**src/rtl/fixed_pkg.sv**
```systemverilog
// Shared fixed-point definitions for the GRU datapath (multiplier and adder).
package fixed_pkg;
  localparam int W    = 16;
  localparam int FRAC = 8;
  localparam int MAGW = W - 1;
  localparam int ACCW = 2 * MAGW;

  localparam logic [MAGW-1:0] SAT_MAX = 15'h7FFF;

  typedef enum logic [1:0] {
    IDLE = 2'd0,
    MULT = 2'd1,
    NORM = 2'd2
  } state_t;

  typedef struct packed {
    logic            sign;
    logic [MAGW-1:0] mag;
  } sm_word_t;
endpackage

```
**src/rtl/fixed_round_sat.sv**
```systemverilog
// Rounds a full-width product magnitude half-up, saturates to W-1 bits and
// canonicalises negative zero.
module fixed_round_sat
  import fixed_pkg::*;
(
  input  logic [ACCW-1:0] mag,
  input  logic            sign,
  output logic [W-1:0]    prod,
  output logic            ovf
);
  localparam logic [ACCW:0] HALF = (ACCW+1)'(1) << (FRAC - 1);

  logic [ACCW:0]   sum;
  logic [ACCW:0]   r;
  logic [MAGW-1:0] mag_out;
  sm_word_t        word;

  always_comb begin
    sum = {1'b0, mag} + HALF;
    r   = sum >> FRAC;
    if (r > (ACCW+1)'(SAT_MAX)) begin
      mag_out = SAT_MAX;
      ovf     = 1'b1;
    end else begin
      mag_out = r[MAGW-1:0];
      ovf     = 1'b0;
    end
    word.mag  = mag_out;
    word.sign = (mag_out == '0) ? 1'b0 : sign;
    prod      = word;
  end
endmodule

```
**src/rtl/fixed_mul_seq.sv**
```systemverilog
// Sequential sign-magnitude fixed-point multiplier: one multiplier bit per
// cycle, then a single round/saturate cycle before the result is presented.
module fixed_mul_seq
  import fixed_pkg::*;
(
  input  logic         clk,
  input  logic         rst,
  input  logic         cs_mul,
  input  logic [W-1:0] x,
  input  logic [W-1:0] y,
  output logic [W-1:0] prod,
  output logic         rdy_mul,
  output logic         ovf_mul
);
  // Handshake: cs_mul is taken only on an edge where the block is idle
  // (rdy_mul=1); prod/ovf_mul are valid whenever rdy_mul is high and hold
  // until the next result or reset. Requests while busy are dropped.

  state_t          state;
  logic [MAGW-1:0] mx;
  logic [MAGW-1:0] my;
  logic            s;
  logic [ACCW-1:0] acc;
  logic [3:0]      cnt;

  logic [W-1:0]    rs_prod;
  logic            rs_ovf;

  fixed_round_sat u_round_sat (
    .mag  (acc),
    .sign (s),
    .prod (rs_prod),
    .ovf  (rs_ovf)
  );

  always_ff @(posedge clk) begin
    if (rst) begin
      state   <= IDLE;
      rdy_mul <= 1'b1;
      prod    <= '0;
      ovf_mul <= 1'b0;
      acc     <= '0;
      cnt     <= '0;
      mx      <= '0;
      my      <= '0;
      s       <= 1'b0;
    end else begin
      case (state)
        IDLE: begin
          if (cs_mul) begin
            mx      <= x[MAGW-1:0];
            my      <= y[MAGW-1:0];
            s       <= x[W-1] ^ y[W-1];
            acc     <= '0;
            cnt     <= '0;
            rdy_mul <= 1'b0;
            state   <= MULT;
          end
        end
        MULT: begin
          if (my[cnt])
            acc <= acc + ({{MAGW{1'b0}}, mx} << cnt);
          if (cnt == 4'(MAGW - 1))
            state <= NORM;
          else
            cnt <= cnt + 4'd1;
        end
        NORM: begin
          prod    <= rs_prod;
          ovf_mul <= rs_ovf;
          rdy_mul <= 1'b1;
          state   <= IDLE;
        end
        default: begin
          rdy_mul <= 1'b1;
          state   <= IDLE;
        end
      endcase
    end
  end
endmodule

```
**config.mk**
```make
export PLATFORM = sky130hd
export DESIGN_NAME = fixed_mul_seq
export DESIGN_NICKNAME = d
export VERILOG_FILES = /design/src/rtl/fixed_pkg.sv /design/src/rtl/fixed_round_sat.sv /design/src/rtl/fixed_mul_seq.sv
export SDC_FILE = /design/constraint.sdc
export NUM_CORES = 1
export LEC_CHECK = 0
export CORE_MARGIN = 10
export CORE_UTILIZATION = 63
export DETAILED_ROUTE_END_ITERATION = 8
export PLACE_DENSITY_LB_ADDON = 0.1
export SLEW_MARGIN = 20
export SYNTH_ARGS = -nofsm -noshare
export SYNTH_HDL_FRONTEND = slang
export SYNTH_SLANG_ARGS = --single-unit
```
**constraint.sdc**
```tcl
create_clock -name clk -period 9.77 [get_ports clk]
set_input_delay 1.954 -clock clk [delete_from_list [all_inputs] [get_ports clk]]
set_output_delay 1.954 -clock clk [all_outputs]
set_load 0.005 [all_outputs]
```
==> results of run 1 <==
-- Yosys cell counts, drive strengths merged, types with 5 or more instances --
library cell,instances,area share
a211oi,12,0.015
a21o,9,0.011
a21oi,85,0.072
a311oi,11,0.016
a31oi,12,0.014
and2,9,0.0097
and3,6,0.0070
buf,12,0.011
clkbuf,34,0.023
dfxtp,85,0.29
ha,32,0.067
inv,18,0.011
mux2,9,0.018
mux2i,12,0.020
mux4,7,0.027
nand2,117,0.074
nand2b,11,0.012
nand3,30,0.026
nand4,6,0.0074
nor2,85,0.054
nor2b,8,0.0084
nor3,15,0.013
o211ai,7,0.0089
o21a,8,0.010
o21ai,38,0.032
o21bai,5,0.0063
or2,5,0.0053
or3,5,0.0057
xnor2,23,0.034
xor2,12,0.018
-- path summary, 6_finish.rpt --
path | from | end | slack, ns | cells after the start
min reg2reg | my[14] | my[14] | 0.46 | 2
max reg2reg | cnt[1] | acc[24] | 5.41 | 16
min | my[14] | my[14] | 0.46 | 2
max | cnt[1] | acc[24] | 5.41 | 16
-- final cells by class --
| cell class | count | area share |
|---|---|---|
| Sequential cell | 85 | 0.2567 |
| Clock inverter | 7 | 0.009430 |
| Tap cell | 111 | 0.02094 |
| Multi-Input combinational cell | 628 | 0.5979 |
| Timing Repair Buffer | 59 | 0.08563 |
| Inverter | 19 | 0.01075 |
| Clock buffer | 9 | 0.01867 |
-- stage by stage --
stage | setup WS [ns] | hold WS, ns | util | instance area (µm²)
6_report | 5.413 | 0.4602 | 0.7214 | 6634
3_3_place_gp | 5.631 | 0.4411 | 0.7008 | 6445
2_1_floorplan | 5.886 | 0.4331 | - | 5937
3_5_place_dp | 5.504 | 0.4462 | 0.7008 | 6445
4_1_cts | 5.469 | 0.4603 | 0.7211 | 6631
5_1_grt | 5.047 | 0.4824 | 0.7214 | 6634
-- power breakdown --
group	switching, W	total (W)	internal, W	leakage, nW
Combinational	0.0000609	0.000108	0.0000469	1.67
Clock	0.000144	0.000242	0.0000986	0.0984
Sequential	0.0000101	0.000366	0.000356	0.691
-- flip-flops by register name, summed over array words and instances, names as in the netlist --
| register | count |
|---|---|
| s | 1 |
| my | 15 |
| mx | 15 |
| cnt | 4 |
| state | 2 |
| acc | 30 |
| prod | 16 |
| ovf_mul | 1 |
| rdy_mul | 1 |
-- critical path, stage by stage, from the launching register on --
cell,delay (ns)
dfxtp_1,0.51
buf_4,0.34
mux2_2,0.38
o21ai_0,0.31
nor2_1,0.07
a21oi_1,0.18
nor2_1,0.06
ha_1,0.38
a21o_1,0.21
a21o_1,0.17
a21oi_1,0.19
nor3b_1,0.41
a211oi_1,0.18
o211ai_1,0.36
a21oi_1,0.14
o21a_1,0.19
o31ai_1,0.19
-- kinds of logic (layout without fill, tap and decap cells) --
kind of cell    count (synthesis)  in the layout
simple gates                  315            315
mux                            28             28
buf+inv                        65             94
compound gates                217            217
flops                          85             85
fa+ha+maj                      33             33
xor+xnor                       35             35
-- routing by layer --
metal,global-route usage,share of wire
met2,0.3678,0.46
met1,0.2992,0.44
met5,0,0
met3,0.03874,0.073
met4,0.1079,0.023
-- cells in the final DEF (no fill, tap or decap), drive strengths merged, types with 12 or more instances in the layout --
| cell | instances |
|---|---|
| mux2i | 12 |
| nor2 | 85 |
| a211oi | 12 |
| inv | 23 |
| ha | 32 |
| o21ai | 38 |
| nor3 | 15 |
| xor2 | 12 |
| a31oi | 12 |
| dfxtp | 85 |
| a21oi | 85 |
| nand2 | 117 |
| nand3 | 30 |
| clkdlybuf4s50 | 51 |
| xnor2 | 23 |
==> impl_metrics.toml, run 1 <==
[clock_tree]
postCtsHoldBufs = 0
cts_buffers = 9
clock_sinks = 85
htreeDepth = 3
clkLatencyLatePin_ns = 0.38
clockBufferDepth = 2
root_buffer = "clkbuf_8"
cts_tree = "yes"
clk_pin_slew_ns = 0.10
post-cts-setup-buffers = 0
post_cts_resized = 0

[worst_setup_path]
critical_path_class = "flip-flop to flip-flop"
worstPathRequired_ns = 10.06
crit_arrival_ns = 4.65
startpoint_type = "flip-flop"
worst_setup_path_end_kind = "flip-flop"
worstPathMaxFanout = 24

[layout]
stdcell_count = 918
regArea_mm2 = 0.001703
antenna_cells = 0
layout-drive-gt1-share = 0.08674
syn2layout_area_growth_pct = 11.74
fillCellCount = 752
multi_input_area_mm2 = 0.003966
fin_nets = 870

[drt]
dr.first_iter.drc_count = 452
drc = 0
drtPass1Iterations = 5
routed_wl_um = 15360
wire_per_inst_um = 16.73
vias = 5733
ant_nets = 0
viasPerCell = 6.245

[sta]
post-route-period-util = 0.4460
finClkSkew_ns = 0.01482
finalHoldViolCount = 0
finalCriticalPeriod_ns = 4.357
fmax_mhz = 229.5
slew_headroom = 0.3089
rsz0062_at_grt = "no"
fin_setup_tns_ns = 0
setup_viol = 0
slew_viol_final = 0
tightest_slew_ns = 1.032

[die]
die_area_mm2 = 0.01371
core_mm2 = 0.009196
dieHeight_um = 117.1
start_util = 0.6456
rows = 35
io_pins = 53
die_w_um = 117.1

[synthesis]
ys_types = 74
synth_compound_area_frac = 0.2308
syn-num-nets = 846
synthAdderAreaFrac = 0.07081
syn_inst = 778
ys_seq_area_frac = 0.2866
synthArstFlopShare = 0
yosys_register_bits = 85
syn_area_mm2 = 0.005937
synth_ff_type = "dfxtp_1"
synth-edff-count = 0
synth_warnings = 0
synth.avg_cell_area_um2 = 7.631
synth_mux_area_frac = 0.06449
synth_xor_area_frac = 0.05163
synth-simple-area-share = 0.2497
synth_top_family_by_area = "simple AND/OR/NAND/NOR gates"

[global_routing]
antenna_found_initial = 0
grt_pass1_wl_um = 25650
grt-ovfl-total = 0
grt_max_degree = 78
grt_pass1_vias = 5337
track_usage = 0.2312

[place]
dp_hpwl_um = 11790
numPortBuffers = 52
routabilityCongestion = 1.013
placed_cells = 902

[min_path]
min-delay-path-class = "flip-flop to flip-flop"

[power]
ir_worst_vdd_mv = 0.1084
p_leak_nw = 2.461
finalPower_w = 0.0007164
p_per_area_mw_per_mm2 = 108.0

[job]
maxCapViolations = 0

[outcome]
status = "finished, final reports clean"
Note: power is estimated with default switching activity, not from simulation.
==> inputs of run 2 (changes only) <==
- CORE_UTILIZATION: 63 -> 59
- clock period: 9.77 -> 4.1 ns (I/O delays scaled with it)
==> run 2 against run 1 <==
Flip-flop and latch count unchanged. Critical path depth is the same. Sequential share of layout area decreased by 0.56 points. First-iteration DRC count shrank 7.1%. Highest routed layer unchanged.
==> impl_metrics.toml, run 2 (synthesis results as in run 1) <==
[sta]
post-route-period-util = 0.9359
finClkSkew_ns = 0.009001
slew_viol_final = 0
setup_viol = 0
slew_headroom = 0.3036
fmax_mhz = 260.6
tightest_slew_ns = 1.040
finalCriticalPeriod_ns = 3.837
finalHoldViolCount = 0
rsz0062_at_grt = "no"
fin_setup_tns_ns = 0

[die]
dieHeight_um = 120.3
start_util = 0.6074
io_pins = 53
die_area_mm2 = 0.01447
die_w_um = 120.3
core_mm2 = 0.009774
rows = 36

[global_routing]
track_usage = 0.2153
grt_pass1_wl_um = 26070
grt_pass1_vias = 5353
antenna_found_initial = 0
grt_max_degree = 76
grt-ovfl-total = 0

[layout]
syn2layout_area_growth_pct = 14.31
reg_top3 = "acc: 30 flops, prod: 16 flops"
regMostFlops = "acc"
layout-drive-gt1-share = 0.1028
final_core_util = 0.6943
largest_reg_flops = 30
final_common_cell = "nand2_1"
layout_common_cells = "nand2_1, nor2_1, a21oi_1, dfxtp_1, clkdlybuf4s50_1"
antenna_cells = 0
fin_nets = 881

[clock_tree]
cts_buffers = 9
clkLatencyLatePin_ns = 0.38
clock_sinks = 85
root_buffer = "clkbuf_8"
htreeDepth = 3
clk_pin_slew_ns = 0.08
clockBufferDepth = 2
cts_tree = "yes"

[worst_setup_path]
worstPathMaxFanout = 12
startpoint_type = "flip-flop"
worstPathRequired_ns = 4.39
critical_path_class = "flip-flop to flip-flop"
crit_arrival_ns = 4.13
crit_path_max_incr_delay_ns = 0.49
worst_setup_path_end_kind = "flip-flop"
path_cells = "buf_12, mux2i_1, or2_2, or3_1, fa_1, nor2b_1, o21ai_0, a21oi_1, o31ai_1, buf_4, a211oi_1, o211ai_1, buf_4, a21oi_1, nor3_1, o31ai_1"
crit_slowest_cell = "dfxtp_2"

[place]
dp_hpwl_um = 11930
numPortBuffers = 52
routabilityCongestion = 0.9448

[drt]
wire_per_inst_um = 16.34
viasPerCell = 6.041
vias = 5739
dr.first_iter.drc_count = 420
routed_wl_um = 15520
ant_nets = 0
drtPass1Iterations = 7
drc = 0

[power]
pwr-share-comb = 0.153
power_frac_clock = 0.350
p_leak_nw = 2.526
share_seq_of_total_power = 0.498
p_int_w = 0.001264
switching_share = 0.2785
ir_worst_vdd_mv = 0.1938
p_per_area_mw_per_mm2 = 258.1
p_sw_w = 0.0004878

[outcome]
status = "finished, final reports clean"

[job]
maxCapViolations = 0

[min_path]
min-delay-path-class = "flip-flop to flip-flop"
## run 2: worst paths after layout
kind              startpoint  endpoint  slack, ns  depth (start not counted)
setup / recovery      cnt[0]   acc[24]       0.26                         16
hold / removal        my[11]    my[11]       0.46                          2
setup reg to reg      cnt[0]   acc[24]       0.26                         16
hold reg to reg       my[11]    my[11]       0.46                          2
## run 2: power groups by stage
| stage | clock network [W] | registers (W) | logic, W |
|---|---|---|---|
| 2_1_floorplan | 0 | 0.000880 | 0.000178 |
| 3_3_place_gp | 0 | 0.000890 | 0.000258 |
| 3_5_place_dp | 0 | 0.000891 | 0.000262 |
| 4_1_cts | 0.000620 | 0.000871 | 0.000264 |
| 5_1_grt | 0.000656 | 0.000875 | 0.000294 |
| 6_report | 0.000613 | 0.000872 | 0.000267 |
## run 2: metrics by stage
step                hold WS [ns]  power, W  instance area (µm²)  setup WS (ns)  std cells
floorplan                 0.4331  0.001058                 5937         0.2159        778
global placement          0.4399  0.001147                 6560         0.1361        934
detailed placement        0.4474  0.001153                 6560         0.1164        934
CTS                       0.4597  0.001755                 6758        0.09076        949
global route              0.4765  0.001826                 6787        0.01215        950
finish                    0.4569  0.001752                 6787         0.2627        950
## run 2: routing by layer
metal / routed length, µm / GRT usage / up-vias
met3: 1075 / 0.04141 / 36
met4: 519 / 0.1071 / 0
met2: 7027 / 0.3428 / 220
met5: 0 / 0 / -
met1: 6900 / 0.2736 / 2627
li1: - / - / 2856
## run 2: worst max-delay path: cells and delay by family, from the launching register on
family                   cells  cell delay [ns]
buffers and inverters        3             0.49
flip-flops                   1             0.49
adder cells (fa/ha/maj)      1             0.46
AO/OA/AOI/OAI                7             1.32
AND/OR/NAND/NOR              4             0.89
multiplexers                 1             0.08
## run 2: repair_timing
item                       CTS  global route
gates resized for setup      0             5
setup buffers                0             1
setup endpoints to repair    0            13
hold buffers                 0             0
## run 2: cell type report
type                            count  area, µm²
Fill cell                         871       2988
Clock buffer                       10      137.6
Timing Repair Buffer               70      663.1
Tap cell                          133      166.4
Clock inverter                      5      60.06
Sequential cell                    85       1704
Inverter                           19      71.32
Multi-Input combinational cell    628       3984
==> inputs of run 3 (changes only) <==
- REMOVE_ABC_BUFFERS: not set -> 1
==> run 3 against run 2 <==
Design area increased by 0.90%. Critical path type unchanged. Worst setup slack lost 0.11 ns. Combinational power grew 3%. Via count is 0.61% higher. Non-clock buffer count is 7 higher. First-iteration DRC count up 50%. Critical path depth decreased by 1. Largest cell class unchanged.
==> impl_metrics.toml, run 3 (synthesis results as in run 1) <==
[clock_tree]
clkLatencyLatePin_ns = 0.37
cts_buffers = 9
post_cts_resized = 0
htreeDepth = 3
clock_sinks = 85
post-cts-setup-buffers = 0
clockBufferDepth = 2
postCtsHoldBufs = 0
cts_tree = "yes"
clk_pin_slew_ns = 0.10
root_buffer = "clkbuf_8"

[global_routing]
grt_pass1_wl_um = 26380
grt-ovfl-total = 0
grt_max_degree = 76
grt_pass1_vias = 5392
track_usage = 0.2167
antenna_found_initial = 0

[layout]
multi_input_area_mm2 = 0.003975
final_common_cell = "nand2_1"
reg_top3 = "acc: 30 flops, prod: 16 flops"
antenna_cells = 0
stdcell_count = 958
layout-drive-gt1-share = 0.1079
largest_reg_flops = 30
syn2layout_area_growth_pct = 15.34
regArea_mm2 = 0.001704
regMostFlops = "acc"
fin_nets = 888
fillCellCount = 850
layout_common_cells = "nand2_1, nor2_1, a21oi_1, dfxtp_1, clkdlybuf4s50_1"

[sta]
post-route-period-util = 0.9635
tightest_slew_ns = 0.8343
whs_ns = 0.4572
slew_viol_final = 0
fin_setup_tns_ns = 0
fin_ws_ns = 0.1497
fmax_mhz = 253.1
finalHoldViolCount = 0
slew_headroom = 0.4430
rsz0062_at_grt = "no"
setup_viol = 0
finClkSkew_ns = 0.01741
finalCriticalPeriod_ns = 3.950

[die]
rows = 36
die_w_um = 120.3
dieHeight_um = 120.3
die_area_mm2 = 0.01447
core_mm2 = 0.009774
io_pins = 53
start_util = 0.6074

[power]
ir_worst_vdd_mv = 0.2418
p_leak_nw = 2.561
finalPower_w = 0.001793
p_per_area_mw_per_mm2 = 261.9

[drt]
viasPerCell = 6.027
wire_per_inst_um = 16.61
routed_wl_um = 15910
drtPass1Iterations = 6
vias = 5774
dr.first_iter.drc_count = 632
ant_nets = 0
drc = 0

[place]
routabilityCongestion = 0.9521
numPortBuffers = 52
place_ws_ns = 0.1740
dp_hpwl_um = 11980
placed_cells = 942

[worst_setup_path]
r2r_cells = 15
r2r_start = "cnt[2]"
startpoint_type = "flip-flop"
worstPathRequired_ns = 4.39
rrSetupSlack_ns = 0.15
worstPathMaxFanout = 23
r2r-end = "acc[24]"
critical_path_class = "flip-flop to flip-flop"
crit_arrival_ns = 4.24
worst_setup_path_end_kind = "flip-flop"

[min_path]
hp-start = "my[2]"
min-delay-path-class = "flip-flop to flip-flop"
min_to = "my[2]"
hold_depth = 2

[job]
maxCapViolations = 0

[outcome]
status = "finished, final reports clean"
-- run 3: cell count changes in the layout (fill, tap and decap cells not counted), sizes merged --
cell / previous run / this run
buf: 19 / 26
inv: 19 / 21
clkbuf: 10 / 9
-- run 3: worst max path at each step --
stage          startpoint      end  slack (ns)  cells past startpoint
3_5_place_dp       cnt[1]  acc[26]        0.17                     15
3_3_place_gp       cnt[1]  acc[27]        0.21                     15
2_1_floorplan      cnt[0]  acc[27]        0.15                     16
6_report           cnt[2]  acc[24]        0.15                     15
4_1_cts            cnt[1]  acc[26]         0.1                     15
5_1_grt            cnt[1]  acc[27]        0.03                     15
-- run 3: metal layers --
layer	wire, µm	GRT usage
met1	7303	0.2808
met2	7337	0.3566
met3	989	0.04048
met4	280	0.06938
met5	0	0
-- run 3: stage by stage --
stage | utilization | area (µm²)
2_1_floorplan | - | 5736
3_3_place_gp | 0.6773 | 6620
3_5_place_dp | 0.6773 | 6620
4_1_cts | 0.6993 | 6835
5_1_grt | 0.7006 | 6848
6_report | 0.7006 | 6848
-- run 3: area by class of cell --
class / instances / share of cell area
clock buffers: 9 / 0.01809
inverters: 19 / 0.01041
multi-input cells: 628 / 0.5805
flip-flops and latches: 85 / 0.2489
repair buffers: 77 / 0.1045
clock inverters: 7 / 0.01334
well taps: 133 / 0.02430
-- run 3: report_power, final --
group	internal (W)	switching [W]	total [W]
Combinational	0.000124	0.000151	0.000274
Sequential	0.000849	0.0000244	0.000873
Clock	0.000296	0.000349	0.000646
Total	0.00127	0.000524	0.00179
-- run 3: critical path, cell delays in order, from the launching register on --
cell and delay, ns:
dfxtp_1 0.58, buf_4 0.33, nor3_1 0.30, ha_1 0.23, inv_1 0.05, fa_1 0.40, nor2b_1 0.12, o21ai_0 0.12
a21oi_1 0.25, o31ai_1 0.10, buf_4 0.16, a211oi_1 0.44, o211ai_1 0.27, a21oi_1 0.25, nor3_1 0.07, o31ai_1 0.21
